===== src/rtl/flog_pkg.sv =====
// flog_pkg: shared defaults, FSM states, flag indices and
// special-value helpers for the floating-point log2 core.
package flog_pkg;

  localparam int EXP_W_D     = 8;
  localparam int FRACT_W_D   = 7;
  localparam int LOG_BITS_D  = 12;
  localparam int MANT_PREC_D = 16;

  localparam int FLAG_INV = 0;
  localparam int FLAG_DZ  = 1;

  typedef enum logic [1:0] {
    IDLE,
    ITER,
    NORM,
    OUT
  } state_t;

  function automatic int bias(input int ew);
    return (1 << (ew - 1)) - 1;
  endfunction

  function automatic logic [31:0] emax(input int ew);
    return (32'd1 << ew) - 32'd1;
  endfunction

  function automatic logic [31:0] nan_fract(input int fw);
    return 32'd1 << (fw - 1);
  endfunction

  function automatic logic [31:0] inf_fract();
    return 32'd0;
  endfunction

endpackage


===== src/rtl/flog_mant_iter.sv =====
// flog_mant_iter: repeated-squaring log2 of a [1,2) mantissa,
// one result bit per cycle, MSB first.
module flog_mant_iter
  import flog_pkg::*;
#(
  parameter int FRACT_WIDTH = FRACT_W_D,
  parameter int LOG_BITS    = LOG_BITS_D,
  parameter int MANT_PREC   = MANT_PREC_D
) (
  input  logic                   clk,
  input  logic                   rst,
  input  logic                   i_start,
  input  logic [FRACT_WIDTH-1:0] i_fract,
  output logic                   o_done,
  output logic [LOG_BITS-1:0]    o_logfrac
);

  localparam int MW = MANT_PREC + 1;
  localparam int CW = $clog2(LOG_BITS + 1);

  logic [MW-1:0]       r_m;
  logic [CW-1:0]       r_cnt;
  logic                r_busy;
  logic [LOG_BITS-1:0] r_lf;

  logic [2*MW-1:0] w_prod;
  logic [MW:0]     w_sq;
  logic            w_bit;
  logic [MW-1:0]   w_mnext;

  // m holds 1 integer bit and MANT_PREC fraction bits
  assign w_prod  = {{MW{1'b0}}, r_m} * {{MW{1'b0}}, r_m};
  assign w_sq    = (MW + 1)'(w_prod >> MANT_PREC);
  assign w_bit   = w_sq[MW];
  assign w_mnext = w_bit ? w_sq[MW:1] : w_sq[MW-1:0];

  assign o_done    = r_busy && (r_cnt == CW'(LOG_BITS - 1));
  assign o_logfrac = r_lf;

  always_ff @(posedge clk or negedge rst) begin
    if (!rst) begin
      r_m    <= '0;
      r_cnt  <= '0;
      r_busy <= 1'b0;
      r_lf   <= '0;
    end else if (i_start) begin
      r_m    <= {1'b1, i_fract,
                 {(MANT_PREC - FRACT_WIDTH){1'b0}}};
      r_cnt  <= '0;
      r_busy <= 1'b1;
      r_lf   <= '0;
    end else if (r_busy) begin
      r_m   <= w_mnext;
      r_lf  <= {r_lf[LOG_BITS-2:0], w_bit};
      r_cnt <= r_cnt + 1'b1;
      if (o_done)
        r_busy <= 1'b0;
    end
  end

endmodule


===== src/rtl/flog_bf_core.sv =====
// flog_bf_core: parametrised float log2 with valid/ready on both
// sides. Define FLOG_RNE_EN for round-to-nearest-even results.
module flog_bf_core
  import flog_pkg::*;
#(
  parameter int EXP_WIDTH   = EXP_W_D,
  parameter int FRACT_WIDTH = FRACT_W_D,
  parameter int LOG_BITS    = LOG_BITS_D,
  parameter int MANT_PREC   = MANT_PREC_D
) (
  input  logic                   clk,
  input  logic                   rst,
  input  logic                   sign_i,
  input  logic [EXP_WIDTH-1:0]   exp_i,
  input  logic [FRACT_WIDTH-1:0] fract_i,
  input  logic                   valid_i,
  output logic                   ready_o,
  output logic                   s_res_o,
  output logic [EXP_WIDTH-1:0]   e_res_o,
  output logic [FRACT_WIDTH-1:0] f_res_o,
  output logic [1:0]             flags_o,
  output logic                   valid_o,
  input  logic                   ready_i
);

  localparam int VW = EXP_WIDTH + 1 + LOG_BITS;
  localparam int PW = $clog2(VW);
  localparam logic [EXP_WIDTH-1:0] EMAX =
    EXP_WIDTH'(emax(EXP_WIDTH));
  localparam logic [EXP_WIDTH-1:0] BIASV =
    EXP_WIDTH'(bias(EXP_WIDTH));
  localparam logic [FRACT_WIDTH-1:0] QNAN_F =
    FRACT_WIDTH'(nan_fract(FRACT_WIDTH));
  localparam logic [FRACT_WIDTH-1:0] INF_F =
    FRACT_WIDTH'(inf_fract());

  state_t r_state, w_nstate;

  logic [EXP_WIDTH:0]     r_k;
  logic                   r_s;
  logic [EXP_WIDTH-1:0]   r_e;
  logic [FRACT_WIDTH-1:0] r_f;
  logic [1:0]             r_flags;

  logic                   w_accept;
  logic                   w_done;
  logic [LOG_BITS-1:0]    w_logfrac;

  logic                   w_spec;
  logic                   w_cs;
  logic [EXP_WIDTH-1:0]   w_ce;
  logic [FRACT_WIDTH-1:0] w_cf;
  logic [1:0]             w_cfl;
  logic                   w_zero, w_nan, w_neg, w_pinf;

  logic [VW-1:0]          w_v, w_mag;
  logic [PW-1:0]          w_p;
  logic                   w_ns;
  logic [EXP_WIDTH-1:0]   w_ne;
  logic [FRACT_WIDTH-1:0] w_nf;

  assign w_accept = valid_i && (r_state == IDLE);
  assign ready_o  = (r_state == IDLE);
  assign valid_o  = (r_state == OUT);
  assign s_res_o  = r_s;
  assign e_res_o  = r_e;
  assign f_res_o  = r_f;
  assign flags_o  = r_flags;

  assign w_zero = (exp_i == '0);
  assign w_nan  = (exp_i == EMAX) && (fract_i != '0);
  assign w_neg  = sign_i && !w_zero && !w_nan;
  assign w_pinf = !sign_i && (exp_i == EMAX) &&
                  (fract_i == '0);

  always_comb begin
    w_spec = 1'b1;
    w_cs   = 1'b0;
    w_ce   = EMAX;
    w_cf   = INF_F;
    w_cfl  = '0;
    unique case (1'b1)
      w_zero: begin
        w_cs           = 1'b1;
        w_cfl[FLAG_DZ] = 1'b1;
      end
      w_nan:  w_cf = QNAN_F;
      w_neg: begin
        w_cf            = QNAN_F;
        w_cfl[FLAG_INV] = 1'b1;
      end
      w_pinf: w_cf = INF_F;
      default: w_spec = 1'b0;
    endcase
  end

  flog_mant_iter #(
    .FRACT_WIDTH (FRACT_WIDTH),
    .LOG_BITS    (LOG_BITS),
    .MANT_PREC   (MANT_PREC)
  ) u_iter (
    .clk       (clk),
    .rst       (rst),
    .i_start   (w_accept && !w_spec),
    .i_fract   (fract_i),
    .o_done    (w_done),
    .o_logfrac (w_logfrac)
  );

  assign w_v   = {r_k, w_logfrac};
  assign w_mag = w_v[VW-1] ? (~w_v + 1'b1) : w_v;

`ifdef FLOG_RNE_EN
  localparam int SW = VW + FRACT_WIDTH + 1;
  logic [SW-1:0]        w_ext;
  logic                 w_g, w_st;
  logic [FRACT_WIDTH:0] w_rf;
`endif

  always_comb begin
    w_p = '0;
    for (int i = 0; i < VW; i++)
      if (w_mag[i]) w_p = PW'(i);
    w_ns = w_v[VW-1];
    w_ne = EXP_WIDTH'(w_p) - EXP_WIDTH'(LOG_BITS) + BIASV;
`ifdef FLOG_RNE_EN
    // leading one shifted out; f, guard, sticky remain
    w_ext = SW'({w_mag, {(FRACT_WIDTH + 2){1'b0}}}
                << (VW - 1 - int'(w_p)));
    w_nf  = w_ext[SW-1 -: FRACT_WIDTH];
    w_g   = w_ext[SW-1-FRACT_WIDTH];
    w_st  = |w_ext[SW-2-FRACT_WIDTH:0];
    w_rf  = {1'b0, w_nf} +
            (FRACT_WIDTH + 1)'(w_g && (w_st || w_nf[0]));
    w_nf  = w_rf[FRACT_WIDTH-1:0];
    if (w_rf[FRACT_WIDTH])
      w_ne = w_ne + 1'b1;
    if (w_ne == EMAX)
      w_nf = '0;
`else
    w_nf = FRACT_WIDTH'(({w_mag, {FRACT_WIDTH{1'b0}}}
             << (VW - 1 - int'(w_p))) >> (VW - 1));
`endif
    if (w_mag == '0) begin
      w_ns = 1'b0;
      w_ne = '0;
      w_nf = '0;
    end
  end

  always_comb begin
    w_nstate = r_state;
    unique case (r_state)
      IDLE: if (w_accept) w_nstate = w_spec ? OUT : ITER;
      ITER: if (w_done) w_nstate = NORM;
      NORM: w_nstate = OUT;
      OUT:  if (ready_i) w_nstate = IDLE;
      default: w_nstate = IDLE;
    endcase
  end

  always_ff @(posedge clk or negedge rst) begin
    if (!rst) r_state <= IDLE;
    else      r_state <= w_nstate;
  end

  always_ff @(posedge clk or negedge rst) begin
    if (!rst) begin
      r_k     <= '0;
      r_s     <= 1'b0;
      r_e     <= '0;
      r_f     <= '0;
      r_flags <= '0;
    end else if (w_accept) begin
      r_k <= {1'b0, exp_i} - {1'b0, BIASV};
      if (w_spec) begin
        r_s     <= w_cs;
        r_e     <= w_ce;
        r_f     <= w_cf;
        r_flags <= w_cfl;
      end
    end else if (r_state == NORM) begin
      r_s     <= w_ns;
      r_e     <= w_ne;
      r_f     <= w_nf;
      r_flags <= '0;
    end
  end

endmodule


===== config.mk =====
export PLATFORM = sky130hd
export DESIGN_NAME = flog_bf_core
export DESIGN_NICKNAME = d
export VERILOG_FILES = /design/src/rtl/flog_pkg.sv /design/src/rtl/flog_mant_iter.sv /design/src/rtl/flog_bf_core.sv
export SDC_FILE = /design/constraint.sdc
export NUM_CORES = 1
export LEC_CHECK = 0
export BUFFER_PORTS_ARGS = -buffer_cell sky130_fd_sc_hd__buf_2
export CELL_PAD_IN_SITES_DETAIL_PLACEMENT = 1
export CELL_PAD_IN_SITES_GLOBAL_PLACEMENT = 1
export CORE_AREA = 2 2 196 198
export CTS_CLUSTER_SIZE = 20
export DETAILED_ROUTE_END_ITERATION = 12
export DIE_AREA = 0 0 198 200
export PLACE_DENSITY_LB_ADDON = 0.05
export SLEW_MARGIN = 20
export SYNTH_ARGS = -nofsm -noshare
export SYNTH_HDL_FRONTEND = slang
export SYNTH_HIERARCHICAL = 1
export SYNTH_SLANG_ARGS = --single-unit

===== constraint.sdc =====
create_clock -name clk -period 12.8 [get_ports clk]
set_input_delay 2.56 -clock clk [delete_from_list [all_inputs] [get_ports clk]]
set_output_delay 2.56 -clock clk [all_outputs]
set_load 0.02 [all_outputs]

# Yosys cells after proc, flatten, opt, wreduce, memory -nomap -nowiden

Index checks and enable logic that the tools add are counted.

Bits in registers: 63
Bits in latches: 0
Memory bits (writable): 0
Memory bits (read-only): 0
Input port bits: 20
Output and inout port bits: 20
Logic and storage cells: 106
Memories: 0

Add/subtract/negate cells: 6
$mul: 1
Div/mod/pow operators: 0
Order comparisons: 0
Eq/ne operators: 9
Shift-type cells: 1
Multiplexer cells: 55
Bitwise logic cells: 1
Reductions and logical operators: 23

Operators by type and width:

| operator                | number |
|---|---|
| $mux W5                 | 19 |
| $mux W17                | 3 |
| $mux W7                 | 5 |
| $mul A17 B17 Y34        | 1 |
| $mux W8                 | 4 |
| $shl A28 B32 Y27        | 1 |
| $mux W12                | 2 |
| $add A21 B1 Y21 const B | 1 |
| $logic_not A21 Y1       | 1 |
| $mux W21                | 1 |
| $not A21 Y21            | 1 |
| $mux W2                 | 7 |
| $mux W1                 | 11 |
| $sub A8 B7 Y9 const B   | 1 |
| $add A8 B7 Y8 const B   | 1 |
| $eq A8 B8 Y1 const B    | 1 |
| $logic_and A1 B1 Y1     | 8 |
| $logic_not A8 Y1        | 1 |
| $mux W4                 | 2 |
| $ne A2 B1 Y1 const B    | 4 |
| $pmux W2 S4             | 1 |
| $logic_not A7 Y1        | 1 |
| $reduce_bool A7 Y1      | 1 |
| $sub A5 B4 Y6 const B   | 1 |
| 12 further kinds        | 17 |

# Longest topological paths before layout

Word-level depth: 28
Gate-level depth with buffers: 25
Mapped depth without buffers: 23

# Hierarchy

Netlist, hierarchy kept.

By module, submodules not included:

| module         | instances | cells each | area an instance (um^2) | seq. area each (um^2) |
|---|---|---|---|---|
| flog_mant_iter | 1         | 1127       | 9944.5                  | 850.8 |
| flog_bf_core   | 1         | 486        | 3737.3                  | 725.7 |

# Worst setup path before layout

No wires, ideal clock.

Kind: reg-to-reg
Start: reg u_iter.r_m[10]
End: reg u_iter.r_m[13]
Library setup time: 0.147 ns
Arrival: 6.251 ns
Data required time: 12.653 ns
Path slack: 6.401 ns
Stages on the path, launching flop included: 22
Buffers on the path: 1
Period minus slack after synthesis: 6.399 ns
Path through: dfrtp_1 clkbuf_1 and2_1 fa_1 inv_1 fa_1 fa_1 inv_1 fa_1 fa_1 inv_1 fa_1 inv_1 ha_1 a21oi_1 nand2_1 a2111oi_0 o31ai_1 nor2_1 o221ai_1 o221ai_1 o311ai_0

Word-level cells in the longest chain between the ends: 4

RTL lines:

| element                  | RTL line             | source |
|---|---|---|
| start: declaration       | flog_mant_iter.sv:21 | `logic [MW-1:0] r_m;` |
| start signal: assignment | flog_mant_iter.sv:47 | `r_m <= {1'b1, i_fract,` |
| start signal: assignment | flog_mant_iter.sv:53 | `r_m <= w_mnext;` |
| $mul A17 B17 Y34         | flog_mant_iter.sv:32 | `assign w_prod = {{MW{1'b0}}, r_m} * {{MW{1'b0}}, r_m};` |
| $mux W17                 | flog_mant_iter.sv:35 | `assign w_mnext = w_bit ? w_sq[MW:1] : w_sq[MW-1:0];` |
| $mux W17                 | flog_mant_iter.sv:52 | `end else if (r_busy) begin` |
| $mux W17                 | flog_mant_iter.sv:46 | `end else if (i_start) begin` |

Every way passes these cells. The select of a mux whose other input is x is not followed.
A chain may end at the register's enable or synchronous reset.

# Worst setup path after layout

Start: reg u_iter.r_m[11]
End: reg u_iter.r_m[14]

Same word-level chain as after synthesis.

==> results.txt <==
----------------------------------------------------
[Logic synthesis]
  Number of warning messages in the yosys log ... 6
  Unique cell type count in the Yosys netlist ... 92
  Number of enable-type register cells in the synthesized netlist ... 0
  Share of synthesized cell area in full adder, half adder and majority cells ... 0.388
  Cell types occupying the most area after synthesis ... sky130_fd_sc_hd__fa_1 28%, sky130_fd_sc_hd__dfrtp_1 12%, sky130_fd_sc_hd__ha_1 11%, sky130_fd_sc_hd__inv_1 8.4%, sky130_fd_sc_hd__nand2_1 4.3%
  Proportion of register bits with asynchronous set or reset after synthesis ... 1.00
  Cell types with the highest counts after synthesis ... 305 x sky130_fd_sc_hd__inv_1, 189 x sky130_fd_sc_hd__fa_1, 158 x sky130_fd_sc_hd__nand2_1
  Dominant cell type by area after synthesis ... sky130_fd_sc_hd__fa_1
  Share of Yosys cell area claimed by the top area cell type ... 0.277
  Gate count of the mapped netlist ... 1,613
  Commonest register cell after synthesis ... sky130_fd_sc_hd__dfrtp_1
  Syn Nets ... 1,944
  Main combinational cell family by area after synthesis ... adder cells
  Most repeated cell in the gate-level netlist after synthesis ... sky130_fd_sc_hd__inv_1
  Yosys reg bits ... 63
  Sequential-to-total area share from yosys stat ... 0.115
  Synthesized-area fraction occupied by and/or/nand/nor cells ... 0.165
  Multiplexer share of the synthesized area ... 0.0449
  Complex-gate fraction of the synthesized area ... 0.139
  Synthesized area per cell ... 8.48 µm²
  Xor-xnor portion of the synthesized cell area ... 0.0390
  Total standard cell area after synthesis ... 13,700 µm²

[Placed design]
  Placement Cell Area ... 14,300 µm²
  Detailed Place HPWL ... 33,000 µm
  Number of buffers inserted by port buffering ... 39
  Final RePlAce weighted congestion ... 0.807

[STA]
  Clock skew after layout ... 0.0117 ns
  Minimum period implied by the final worst setup slack ... 7.45 ns
  Max-slew headroom ... 0.299
  Transition at the pin with the smallest max-transition slack ... 1.05 ns
  Peak Freq ... 0.134 GHz
  Hold Vio Cnt, Final ... 0
  Final cycle utilization of the critical path ... 0.582
  Number of failing setup endpoints in the final timing report ... 0
  Slew Viols, Final ... 0
  Post-Route Setup TNS ... 0 ns
  RSZ-0062 raised after global routing ... no

[Setup path]
  Critical path depth ... 21
  Startpoint type of the worst setup path ... flip-flop
  Element type at the critical path end ... flip-flop
  Crit-path cells ... inv_1 -> nor2_1 -> fa_1 -> inv_1 -> fa_1 -> fa_1 -> inv_1 -> fa_1 -> fa_1 -> inv_1 -> fa_1 -> inv_1 -> ha_1 -> a21oi_1 -> nand2_1 -> a2111oi_1 -> o31ai_1 -> nor2_1 -> nor4bb_1 -> o31ai_1 -> nand3_1
  R2r startpoint ... u_iter/r_m[11]
  Data arrival time of the critical path ... 7.74 ns
  Number of cells on the worst reg-to-reg path ... 21
  Endpoint of the most critical register-to-register path ... u_iter/r_m[14]
  Buf/Inv on CP ... 5
  Worst path slowest cell ... sky130_fd_sc_hd__a2111oi_1
  Timing startpoint of the critical path ... u_iter/r_m[11]
  Data required time at the worst endpoint ... 13.09 ns
  Critical Setup Path Class ... flip-flop to flip-flop
  Cell repeated most along the worst path ... sky130_fd_sc_hd__fa_1
  CP top delay family ... adder cells
  Slack of the worst reg-to-reg path ... 5.35 ns
  Maximum fanout count along the critical path ... 13
  Critical Path Max Stage Delay ... 0.71 ns

[Die]
  Number of placement rows ... 71
  Width of the die ... 198 µm
  Starting density of the core ... 0.366
  Die outline area ... 39,600 µm²
  I/O pin count ... 40
  Core area ... 37,400 µm²
  Chip Height ... 200 µm

[Layout]
  Count of inserted antenna diode cells ... 0
  Number of nets at the end of the flow ... 1,926
  Filler Cell Count ... 4,503
  Proportion of layout cells with a drive suffix above 1 ... 0.0669
  Fraction of the core area covered by cells at the end of the flow ... 0.390
  Final instance area ... 14,600 µm²
  Area added between synthesis and finish ... 6.49%

[Clocking]
  Cell chosen for the clock root ... sky130_fd_sc_hd__clkbuf_16
  Clock input transition at the sequential cells of the worst setup and hold paths ... 0.07 ns
  Hold Buf Count CTS ... 0
  TritonCTS sink count ... 63
  Number of CTS-inserted buffers ... 9
  Post-CTS resize count ... 0
  CTS HTree Levels ... 3
  CTS tree ... done
  Number of post-CTS setup repair buffers ... 0
  Clock network latency to the later pin of the worst-skew pair ... 0.35 ns
  Maximum buffer depth of the clock tree ... 2

[Job]
  Number of max-capacitance violations reported ... 0

[Route]
  Routed met2 length ... 18,400 µm
  DRC Markers ... 0
  ANT nets after route ... 0
  Post-detailed-routing wire length ... 40,200 µm
  Number of vias per cell after detailed routing ... 5.14
  Detailed-route wire length per cell ... 19.0 µm
  Length of routed met3 wiring ... 641 µm
  Highest metal layer used by the detailed router ... met4
  First-pass iteration count of the detailed router ... 4
  Routed length on met1 ... 21,000 µm
  Initial drt markers ... 489
  Total via count in the routed design ... 10,900

[Hold path]
  End point of the worst hold path ... flags_o[1]
  Hold crit path type ... flip-flop to flip-flop
  Worst hold path cell count ... 1
  Worst min-delay path startpoint ... flags_o[1]

[GRT]
  Global-route usage over all layers ... 0.215
  Initial antenna violation count ... 0
  Wire length of the first global-routing pass ... 66,500 µm
  Remaining global-route overflow ... 0
  Pin count of the biggest net entering global routing ... 64
  Vias in the first global route ... 11,900

[Run status]
  Status ... finished clean

----------------------------------------------------
## cell type report
cell class / count / area (µm²) / share of cell area
clock buffers: 9 / 225 / 0.0155
clock inverters: 7 / 61.3 / 0.00421
inverters: 306 / 1150 / 0.0788
multi-input cells: 1162 / 10600 / 0.729
flip-flops and latches: 63 / 1580 / 0.108
well taps: 511 / 639 / 0.0439
repair buffers: 53 / 300 / 0.0206
## registers in the layout, summed over array words and instances, names as in the netlist, 2 cells and up
register / flops
flags_o: 2
u_iter/r_cnt: 4
f_res_o: 7
r_state: 2
e_res_o: 8
r_k: 9
u_iter/o_logfrac: 12
u_iter/r_m: 17
## worst max-delay path by stage
stage                          end  slack (ns)
detailed placement  u_iter/r_m[13]        5.00
floorplan           u_iter/r_m[13]        6.40
global route        u_iter/r_m[14]        4.80
global placement    u_iter/r_m[13]        5.24
CTS                 u_iter/r_m[14]        4.97
finish              u_iter/r_m[14]        5.35
## worst reg2reg max path, stage by stage, from the launching register on
cell and delay, ns:
sky130_fd_sc_hd__dfrtp_1 0.66, sky130_fd_sc_hd__inv_1 0.33, sky130_fd_sc_hd__nor2_1 0.29, sky130_fd_sc_hd__fa_1 0.46
sky130_fd_sc_hd__inv_1 0.09, sky130_fd_sc_hd__fa_1 0.42, sky130_fd_sc_hd__fa_1 0.52, sky130_fd_sc_hd__inv_1 0.05
sky130_fd_sc_hd__fa_1 0.48, sky130_fd_sc_hd__fa_1 0.57, sky130_fd_sc_hd__inv_1 0.06, sky130_fd_sc_hd__fa_1 0.54
sky130_fd_sc_hd__inv_1 0.04, sky130_fd_sc_hd__ha_1 0.33, sky130_fd_sc_hd__a21oi_1 0.34, sky130_fd_sc_hd__nand2_1 0.15
sky130_fd_sc_hd__a2111oi_1 0.71, sky130_fd_sc_hd__o31ai_1 0.27, sky130_fd_sc_hd__nor2_1 0.45, sky130_fd_sc_hd__nor4bb_1 0.38
sky130_fd_sc_hd__o31ai_1 0.14, sky130_fd_sc_hd__nand3_1 0.11
## layer usage
metal | GRT usage | vias up
li1 | - | 5222
met1 | 0.322 | 5526
met2 | 0.349 | 87
met3 | 0.0150 | 16
met4 | 0.0265 | 0
met5 | 0 | -
## metrics by stage
stage          worst slack (ns)  std cells  hold slack, ns
6_report                   5.35       2111           0.478
5_1_grt                    4.80       2111           0.499
4_1_cts                    4.97       2111           0.482
3_5_place_dp               5.00       2095           0.470
3_3_place_gp               5.24       2095           0.460
2_1_floorplan              6.40       1613           0.485
## cell families after synthesis
family | after synthesis
and+or+nand+nor | 462
buffers and inverters | 388
adders and majority gates | 311
AOI/OAI and AO/OA | 271
DFF | 63
muxes | 60
xor gates and xnor gates | 58
## layout by cell type, fill, tap and decap left out, drive strengths merged, types with 20 or more instances in the layout
| master | n |
|---|---|
| a21oi | 57 |
| xnor2 | 39 |
| nand3 | 20 |
| and2 | 58 |
| inv | 310 |
| nand2 | 158 |
| nor2 | 98 |
| o21ai | 58 |
| mux2i | 49 |
| fa | 189 |
| ha | 122 |
| buf | 53 |
| nor3 | 24 |
| dfrtp | 63 |
Power is left out: the tool's default activity adds up to more than one toggle a clock period on the data nets, which glitch-free logic cannot reach.
